--- config.mk ---
export PLATFORM = sky130hd
export DESIGN_NAME = column_bank_flat
export DESIGN_NICKNAME = d
export VERILOG_FILES = /design/src/rtl/column_bank_if.sv /design/src/rtl/column_bank.sv /design/src/flat_wrapper.sv
export SDC_FILE = /design/constraint.sdc
export NUM_CORES = 1
export LEC_CHECK = 0
export ABC_AREA = 1
export CORE_MARGIN = 3
export CORE_UTILIZATION = 30
export DETAILED_ROUTE_END_ITERATION = 10
export PLACE_DENSITY = 0.6
export SYNTH_ARGS = -nofsm -noshare
export SYNTH_HDL_FRONTEND = slang
export SYNTH_SLANG_ARGS = --single-unit
--- constraint.sdc ---
create_clock -name gameClk -period 7.2 [get_ports gameClk]
set_input_delay 1.44 -clock gameClk [delete_from_list [all_inputs] [get_ports gameClk]]
set_output_delay 1.44 -clock gameClk [all_outputs]
set_load 0.01 [all_outputs]
--- src/rtl/column_bank_if.sv ---
// column_bank_if: groups the play-control inputs and the column/score
// outputs of column_bank into one bundle.
//   start, finished : game control levels (driven by the game logic)
//   colX, colY      : packed per-column right-edge x / gap-centre y, 11 bits each
//   passColumn      : one-cycle pulse when a column passes the bird
//   score           : saturating pass count
//   running         : high while scrolling
// Modports: master = game logic side, slave = column_bank side.
interface column_bank_if #(
    parameter int NUM_COLS = 2
);
    logic                     start;
    logic                     finished;
    logic [NUM_COLS*11-1:0]   colX;
    logic [NUM_COLS*11-1:0]   colY;
    logic                     passColumn;
    logic [9:0]               score;
    logic                     running;

    modport master (
        output start, finished,
        input  colX, colY, passColumn, score, running
    );

    modport slave (
        input  start, finished,
        output colX, colY, passColumn, score, running
    );
endinterface

--- src/rtl/column_bank.sv ---
// column_bank: a bank of NUM_COLS scrolling obstacle columns for a
// side-scrolling game. Columns move left by SPEED per RUN cycle, respawn at
// the right with a pseudo-random gap height, and each pass of BIRD_X bumps a
// saturating score.
// Ports:
//   gameClk : sole clock, rising edge
//   reset   : synchronous, active-high
//   bus     : column_bank_if slave modport (start, finished in;
//             colX, colY, passColumn, score, running out, all registered)
module column_bank #(
    parameter int          NUM_COLS      = 2,
    parameter int          SCREEN_WIDTH  = 640,
    parameter int          SCREEN_HEIGHT = 480,
    parameter int          PIPE_WIDTH    = 40,
    parameter int          GAP_HALF      = 50,
    parameter int          PADDING       = 20,
    parameter int          COL_SPACING   = 320,
    parameter int          SPEED         = 1,
    parameter int          BIRD_X        = 160,
    parameter logic [15:0] LFSR_SEED     = 16'hACE1
) (
    input  logic          gameClk,
    input  logic          reset,
    column_bank_if.slave  bus
);

    localparam int X_RESPAWN = SCREEN_WIDTH + 2 * PIPE_WIDTH - 1;
    localparam int Y_MIN     = PADDING + GAP_HALF;
    localparam int Y_RANGE   = SCREEN_HEIGHT - 2 * PADDING - 2 * GAP_HALF;
    localparam int Y_MID     = Y_MIN + Y_RANGE / 2;

    localparam logic [10:0] RESPAWN_X = 11'(X_RESPAWN);
    localparam logic [10:0] SPEED_X   = 11'(SPEED);
    localparam logic [10:0] BIRD_XX   = 11'(BIRD_X);
    localparam logic [10:0] Y_MIN_X   = 11'(Y_MIN);
    localparam logic [10:0] Y_MID_X   = 11'(Y_MID);
    localparam logic [15:0] Y_RANGE_W = 16'(Y_RANGE);

    localparam bit CFG_OK = (NUM_COLS >= 1) && (NUM_COLS <= 8) &&
                            (SPEED >= 1) && (SPEED <= 15) &&
                            (COL_SPACING > SPEED) &&
                            (NUM_COLS * COL_SPACING <= X_RESPAWN + 1) &&
                            (Y_RANGE > 0) && (LFSR_SEED != 16'h0000);

    typedef enum logic [1:0] {
        IDLE,
        RUN,
        DEAD
    } state_t;

    state_t       state;
    logic [10:0]  col_x  [NUM_COLS];
    logic [10:0]  col_y  [NUM_COLS];
    logic [10:0]  next_x [NUM_COLS];
    logic [10:0]  next_y [NUM_COLS];
    logic [15:0]  lfsr;
    logic [15:0]  lfsr_next;
    logic [10:0]  y_wrap;
    logic         cross_any;
    logic         pass_pending;
    logic         pass_q;
    logic [9:0]   score_q;
    logic         running_q;

    // Columns start evenly spaced, the last one sitting at the respawn point.
    function automatic logic [10:0] init_x(input int unsigned i);
        return 11'(X_RESPAWN - int'(NUM_COLS - 1 - i) * COL_SPACING);
    endfunction

    // Movement, wrap and crossing detection for one RUN tick.
    always_comb begin
        // Fibonacci LFSR, taps 16,14,13,11, shifting towards bit 0.
        lfsr_next = {lfsr[0] ^ lfsr[2] ^ lfsr[3] ^ lfsr[5], lfsr[15:1]};
        y_wrap    = Y_MIN_X + 11'(lfsr % Y_RANGE_W);
        next_x    = col_x;
        next_y    = col_y;
        cross_any = 1'b0;
        for (int unsigned i = 0; i < NUM_COLS; i++) begin
            if (col_x[i] >= SPEED_X) begin
                next_x[i] = col_x[i] - SPEED_X;
                if ((col_x[i] >= BIRD_XX) && (next_x[i] < BIRD_XX)) begin
                    cross_any = 1'b1;
                end
            end else begin
                // A respawn is never a pass.
                next_x[i] = RESPAWN_X;
                next_y[i] = y_wrap;
            end
        end
    end

    always_ff @(posedge gameClk) begin
        assert (CFG_OK) else $error("column_bank: inconsistent parameters");
    end

    always_ff @(posedge gameClk) begin
        if (reset) begin
            state        <= IDLE;
            running_q    <= 1'b0;
            pass_q       <= 1'b0;
            pass_pending <= 1'b0;
            score_q      <= '0;
            lfsr         <= LFSR_SEED;
            for (int unsigned i = 0; i < NUM_COLS; i++) begin
                col_x[i] <= init_x(i);
                col_y[i] <= Y_MID_X;
            end
        end else begin
            lfsr         <= lfsr_next;
            pass_q       <= 1'b0;
            pass_pending <= 1'b0;
            case (state)
                IDLE: begin
                    if (bus.start) begin
                        state     <= RUN;
                        running_q <= 1'b1;
                    end
                end
                RUN: begin
                    // A collision freezes everything, dropping any pass
                    // detected on the previous tick.
                    if (bus.finished) begin
                        state     <= DEAD;
                        running_q <= 1'b0;
                    end else begin
                        col_x        <= next_x;
                        col_y        <= next_y;
                        pass_pending <= cross_any;
                        pass_q       <= pass_pending;
                        if (pass_pending && (score_q != '1)) begin
                            score_q <= score_q + 10'd1;
                        end
                    end
                end
                DEAD: begin
                    // Restart reloads the playfield but keeps the LFSR running.
                    if (bus.start) begin
                        state   <= IDLE;
                        score_q <= '0;
                        for (int unsigned i = 0; i < NUM_COLS; i++) begin
                            col_x[i] <= init_x(i);
                            col_y[i] <= Y_MID_X;
                        end
                    end
                end
                default: begin
                    state     <= IDLE;
                    running_q <= 1'b0;
                end
            endcase
        end
    end

    always_comb begin
        bus.colX = '0;
        bus.colY = '0;
        for (int unsigned i = 0; i < NUM_COLS; i++) begin
            bus.colX[11*i +: 11] = col_x[i];
            bus.colY[11*i +: 11] = col_y[i];
        end
        bus.passColumn = pass_q;
        bus.score      = score_q;
        bus.running    = running_q;
    end

endmodule

--- src/flat_wrapper.sv ---
// flat-port wrapper written by rule: the top's interface ports become plain ports
module column_bank_flat 
#(
    parameter int          NUM_COLS      = 2,
    parameter int          SCREEN_WIDTH  = 640,
    parameter int          SCREEN_HEIGHT = 480,
    parameter int          PIPE_WIDTH    = 40,
    parameter int          GAP_HALF      = 50,
    parameter int          PADDING       = 20,
    parameter int          COL_SPACING   = 320,
    parameter int          SPEED         = 1,
    parameter int          BIRD_X        = 160,
    parameter logic [15:0] LFSR_SEED     = 16'hACE1
)
  (gameClk, reset, bus_start, bus_finished, bus_colX, bus_colY, bus_passColumn, bus_score, bus_running);
  column_bank_if #(.NUM_COLS(NUM_COLS)) bus_i ();
  input  logic gameClk;
  input  logic reset;
  input wire logic [$bits(bus_i.start)-1:0] bus_start;
  input wire logic [$bits(bus_i.finished)-1:0] bus_finished;
  output wire logic [$bits(bus_i.colX)-1:0] bus_colX;
  output wire logic [$bits(bus_i.colY)-1:0] bus_colY;
  output wire logic [$bits(bus_i.passColumn)-1:0] bus_passColumn;
  output wire logic [$bits(bus_i.score)-1:0] bus_score;
  output wire logic [$bits(bus_i.running)-1:0] bus_running;
  assign bus_i.start = bus_start;
  assign bus_i.finished = bus_finished;
  assign bus_colX = bus_i.colX;
  assign bus_colY = bus_i.colY;
  assign bus_passColumn = bus_i.passColumn;
  assign bus_score = bus_i.score;
  assign bus_running = bus_i.running;
  column_bank #(.NUM_COLS(NUM_COLS), .SCREEN_WIDTH(SCREEN_WIDTH), .SCREEN_HEIGHT(SCREEN_HEIGHT), .PIPE_WIDTH(PIPE_WIDTH), .GAP_HALF(GAP_HALF), .PADDING(PADDING), .COL_SPACING(COL_SPACING), .SPEED(SPEED), .BIRD_X(BIRD_X), .LFSR_SEED(LFSR_SEED)) u_core (.gameClk(gameClk), .reset(reset), .bus(bus_i));
endmodule
## Word level (Yosys, flattened, before mapping)

Index checks and enable logic that the tools add are counted.

| storage, ports and cells | value |
|---|---|
| flip-flop bits (word level) | 75 |
| memory bits (writable) | 0 |
| input bits | 4 |
| bits in latches | 0 |
| memories | 0 |
| bits in read-only memories | 0 |

| operators by class | value |
|---|---|
| div/mod/pow operators | 1 |
| magnitude comparators | 6 |
| reductions and logical operators | 12 |
| equal/unequal tests | 10 |
| shift operators | 0 |
| add/subtract/negate cells | 4 |
| muxes and demuxes | 25 |
| multipliers | 0 |
| bitwise operators | 5 |

Operator list:

| cell | number |
|---|---|
| 22-bit 2-to-1 mux | 4 |
| 22-bit one-hot mux with 2 select lines | 2 |
| 11-bit 2-to-1 mux | 4 |
| 10-bit 2-to-1 mux | 3 |
| 11-bit by 1-bit >= comparator with 1-bit output (second input constant) | 2 |
| 11-bit by 8-bit >= comparator with 1-bit output (second input constant) | 2 |
| 11-bit by 8-bit < comparator with 1-bit output (second input constant) | 2 |
| 11-bit by 1-bit subtractor with 11-bit output (second input constant) | 2 |
| 10-bit one-hot mux with 2 select lines | 1 |
| 16-bit by 9-bit modulo with 16-bit output (second input constant) | 1 |
| 2-bit inequality test (second input constant) | 6 |
| 4-bit AND reduction | 3 |
| 7-bit by 11-bit adder with 11-bit output (first input constant) | 1 |
| 10-bit by 1-bit adder with 10-bit output (second input constant) | 1 |
| 10-bit inequality test (second input constant) | 1 |
| 3-bit AND reduction | 3 |
| 1-bit 2-to-1 mux | 6 |
| 2-bit 2-to-1 mux | 3 |
| 2-bit one-hot mux with 3 select lines | 1 |
| 1-bit logical AND | 3 |
| 1-bit one-hot mux with 3 select lines | 1 |
| 3-bit OR reduction | 1 |
| 1-bit bitwise XOR | 3 |
| 2-bit by 1-bit == test with 1-bit output (second input constant) | 1 |
| 5 further kinds | 6 |

## Logic depth before layout (Yosys ltp)

| logic depth | value |
|---|---|
| word-level depth | 7 |
| mapped depth | 63 |

## Least setup slack after synthesis

No wires, ideal clock.

| timing path | value |
|---|---|
| kind | reg2reg |
| start point | register u_core.lfsr[9] |
| end point | register u_core.col_y, in the netlist u_core.bus.colY[6] |
| stages on the path, launching flop included | 61 |
| setup time | 0.113 ns |
| setup slack | 1.987 ns |
| buffers on the path | 0 |
| period minus slack after synthesis | 5.213 ns |
| arrival | 5.100 ns |
| cells stage by stage | dfxtp_1 o21ai_2 nand2_1 nand2_2 nand2_4 nand2_4 nand2_1 nand2_2 inv_2 a21oi_2 nand2_2 nand2_4 nand2_4 nand2_1 nand2_2 inv_2 nand2_2 nor2_2 [25 not listed] nand2_2 nand2_2 nand2_4 nand2_8 nand2_1 nand3_2 nand2_2 nand2_4 nand2_4 nand2_4 nand2_2 nand2_2 nor2_4 nand3_1 nand2_1 nand3_1 nor2_1 nor2_1 |

| on the way | value |
|---|---|
| longest elaborated chain between the ends | 5 |

Ends and longest elaborated chain:

| what | RTL line | source |
|---|---|---|
| start, declared | column_bank.sv:56 | `logic [15:0] lfsr;` |
| start signal, assigned | column_bank.sv:109 | `lfsr <= lfsr_next;` |
| 16-bit by 9-bit modulo with 16-bit output | column_bank.sv:74 | `y_wrap = Y_MIN_X + 11'(lfsr % Y_RANGE_W);` |
| 7-bit by 11-bit adder with 11-bit output | column_bank.sv:74 |  |
| 11-bit 2-to-1 mux | column_bank.sv:79 | `if (col_x[i] >= SPEED_X) begin` |
| 22-bit 2-to-1 mux | column_bank.sv:122 | `if (bus.finished) begin` |
| 22-bit one-hot mux with 2 select lines | column_bank.sv:112 | `case (state)` |
| end signal, assigned | column_bank.sv:127 | `col_y <= next_y;` |
| end, declared | column_bank.sv:53 | `logic [10:0] col_y [NUM_COLS];` |

No other way between the ends. The select of a mux whose other input is x is not followed.
A chain may end at the register's enable or synchronous reset.

## Worst setup path after layout

Ends and elaborated chain as after synthesis.

==> metrics.yaml <==
sta:
  finalMaxSlewViolations: 0
  grt_setup_unrepaired: "false"
  fin_tns_setup_ns: 0
  finalHoldViolCount: 0
  fmax_ghz: 0.165
  fin_worst_skew_ns: 0.00688
  period_share_pct: 84.1
  setup_viol: 0
  relSlewSlack_pct: 61.3
  min_period_ns: 6.06
  worst_pin_slew_ns: 0.578
  setup_ws_ns: 1.14
setup_path:
  regToRegEndpoint: "u_core.bus.colY[6]"
  r2r_setup_slack_ns: 1.14
  path_buf_inv: 3
  crit_family: "simple AND/OR/NAND/NOR gates"
  critPathArrivalTime_ns: 6.29
  cp-start-kind: "flip-flop"
  crit_fanout: 10
  rr_worst_depth: 56
  required_ns: 7.43
  crit_path_top_delay_cell: "dfxtp_1"
  cpPeakStageDelay_ns: 0.36
  critPathKind: "reg -> reg"
  end_kind: "flip-flop"
  rr_startpoint: "u_core.lfsr[9]"
grt:
  grt_max_degree: 39
  antenna_found_initial: 0
  grt_pass1_vias: 4454
  overflow: 0
  grt_pass1_wl_microns: 20600
  groute.usage.overall_pct: 13.1
yosys:
  ys_warn_count: 0
  synth_fp_nets: 789
  synth-seq-cells: 75
  syn_avg_cell_area_sq_um: 6.64
  yosysUniqueCellTypes: 47
  synth_edf_count: 0
  syn_area_sq_um: 5180
  async_reset_ff_share_pct: 0
  ys_seq_area_share_pct: 29.0
  ys.flop_type: "dfxtp_1"
  syn_inst: 780
clocking:
  cts.sinks: 75
  post_cts_buffers: 0
  hold_buffers: 0
  cts_buffers: 9
  cts_tree: "built"
  htree_levels: 3
  cts_buffer_depth: 2
  path_clk_slew_ns: 0.06
  root_buffer: "clkbuf_16"
  worstSkewPairLatency_ns: 0.33
  cts_resized: 0
die:
  core_region_area_sq_um: 16800
  die_x_microns: 137
  die_y_microns: 137
  initial_core_util_pct: 30.9
  die_area_sq_um: 18900
  fp-row-count: 47
  io_pins: 60
finish:
  areaGrowthSynthToFinish_pct: 22.7
  nNetsFinal: 851
  antenna_cells: 0
  drive_gt1_share_pct: 16.0
drt:
  routedWlPerCell_microns: 11.5
  drt_iter0_markers: 249
  ant_nets: 0
  viasPerCell: 4.65
  totalWireLength_microns: 12200
  dr.pass1.iters: 5
  route.detailed.drc: 0
  vias: 4958
hold_path:
  min_from: "u_core.bus.colY[20]"
  min_path_cells: 2
  hold_class: "reg -> reg"
  holdPathEnd: "u_core.bus.colY[20]"
place:
  io_buffers: 59
  place_ws_ns: 1.14
  gp_congestion: 0.855
  dp_hpwl_microns: 9450
job:
  drv_cap: 0
status:
  status: "finished clean"
## cell usage in the layout (no fill, tap or decap), types with 3 or more instances in the layout
master / n
a211oi_1: 3
o211ai_1: 6
ha_1: 5
inv_1: 85
or2_2: 6
o31ai_1: 3
xnor2_1: 5
inv_2: 26
nor3_1: 9
o22ai_1: 3
o21ai_1: 8
nand3_4: 3
o21ai_2: 4
nand2_4: 19
nor2_2: 3
nand3_1: 80
nand2_2: 37
nor2_1: 62
dfxtp_1: 75
nand3_2: 5
nand2_1: 199
nand3b_1: 3
o21ai_0: 23
bufinv_16: 3
clkbuf_16: 9
a21oi_1: 31
nor2_4: 7
xor2_1: 28
nand4_1: 10
clkdlybuf4s50_1: 59
## flip-flops by register name, indices dropped and copies added (netlist names)
name and count:
u_core.lfsr 16, u_core.bus.passColumn 1, u_core.bus.score 10, u_core.state 2
u_core.bus.running 1, u_core.bus.colX 22, u_core.pass_pending 1, u_core.bus.colY 22
## through the flow
step                utilization, %  instance area (sq um)  hold WS, ns  instances
finish                        37.9                   6350        0.440       1066
global route                  37.9                   6350        0.455       1066
CTS                           37.9                   6350        0.444       1066
detailed placement            35.9                   6020        0.427       1051
global placement              35.9                   6020        0.429       1051
floorplan                        -                   5180        0.410        780
## worst max path at each step
stage              startpoint                  to  slack, ns  cells past startpoint
6_report       u_core.lfsr[9]  u_core.bus.colY[6]       1.14                     56
3_3_place_gp   u_core.lfsr[9]  u_core.bus.colY[6]       1.15                     56
3_5_place_dp   u_core.lfsr[9]  u_core.bus.colY[6]       1.14                     56
2_1_floorplan  u_core.lfsr[9]  u_core.bus.colY[6]       1.99                     60
5_1_grt        u_core.lfsr[9]  u_core.bus.colY[6]       0.36                     56
4_1_cts        u_core.lfsr[9]  u_core.bus.colY[6]       1.12                     56
## worst register-to-register path, delay by kind of cell (launching register included)
kind	cells	cell delay (ns)
simple gates	51	5.00
flops	1	0.36
compound gates	2	0.34
buf+inv	3	0.22
## final cells by class
class                           count  area [sq um]
Clock inverter                      6           113
Inverter                          112           423
Sequential cell                    75          1500
Fill cell                        1749         10400
Timing Repair Buffer               61           606
Clock buffer                        9           225
Multi-Input combinational cell    583          3210
Tap cell                          220           275
## cell families (layout without fill, tap and decap cells)
group / count (synthesis) / count (layout) / share of synthesized area [%]
xor+xnor: 33 / 33 / 5.58
flops: 75 / 75 / 29.0
compound gates: 96 / 96 / 11.6
buf+inv: 122 / 188 / 9.01
simple gates: 449 / 449 / 43.6
fa+ha+maj: 5 / 5 / 1.21
## synthesized netlist by cell type, types with 6 or more instances
| cell | number | area [sq um] |
|---|---|---|
| xor2_1 | 28 | 245 |
| nor2_4 | 7 | 78.8 |
| nor3_1 | 9 | 45.0 |
| nor2_1 | 62 | 233 |
| nand2_4 | 19 | 214 |
| o21ai_1 | 8 | 40.0 |
| inv_2 | 26 | 97.6 |
| nand2_1 | 199 | 747 |
| o211ai_1 | 6 | 45.0 |
| or2_2 | 6 | 37.5 |
| a21oi_1 | 31 | 155 |
| nand2_2 | 37 | 231 |
| nand4_1 | 10 | 62.6 |
| nand3_1 | 80 | 400 |
| inv_1 | 85 | 319 |
| dfxtp_1 | 75 | 1500 |
| o21ai_0 | 23 | 115 |
## routing by layer
layer	up-vias	GRT usage, %	share of wire, %
met2	92	20.9	44
met3	13	2.74	4.2
met4	0	2.88	1.1
met5	-	0	0
li1	2625	-	-
met1	2228	18.3	50
Power is not shown: default switching activity piles up to over one toggle a cycle in this logic, so the estimate is an artifact.
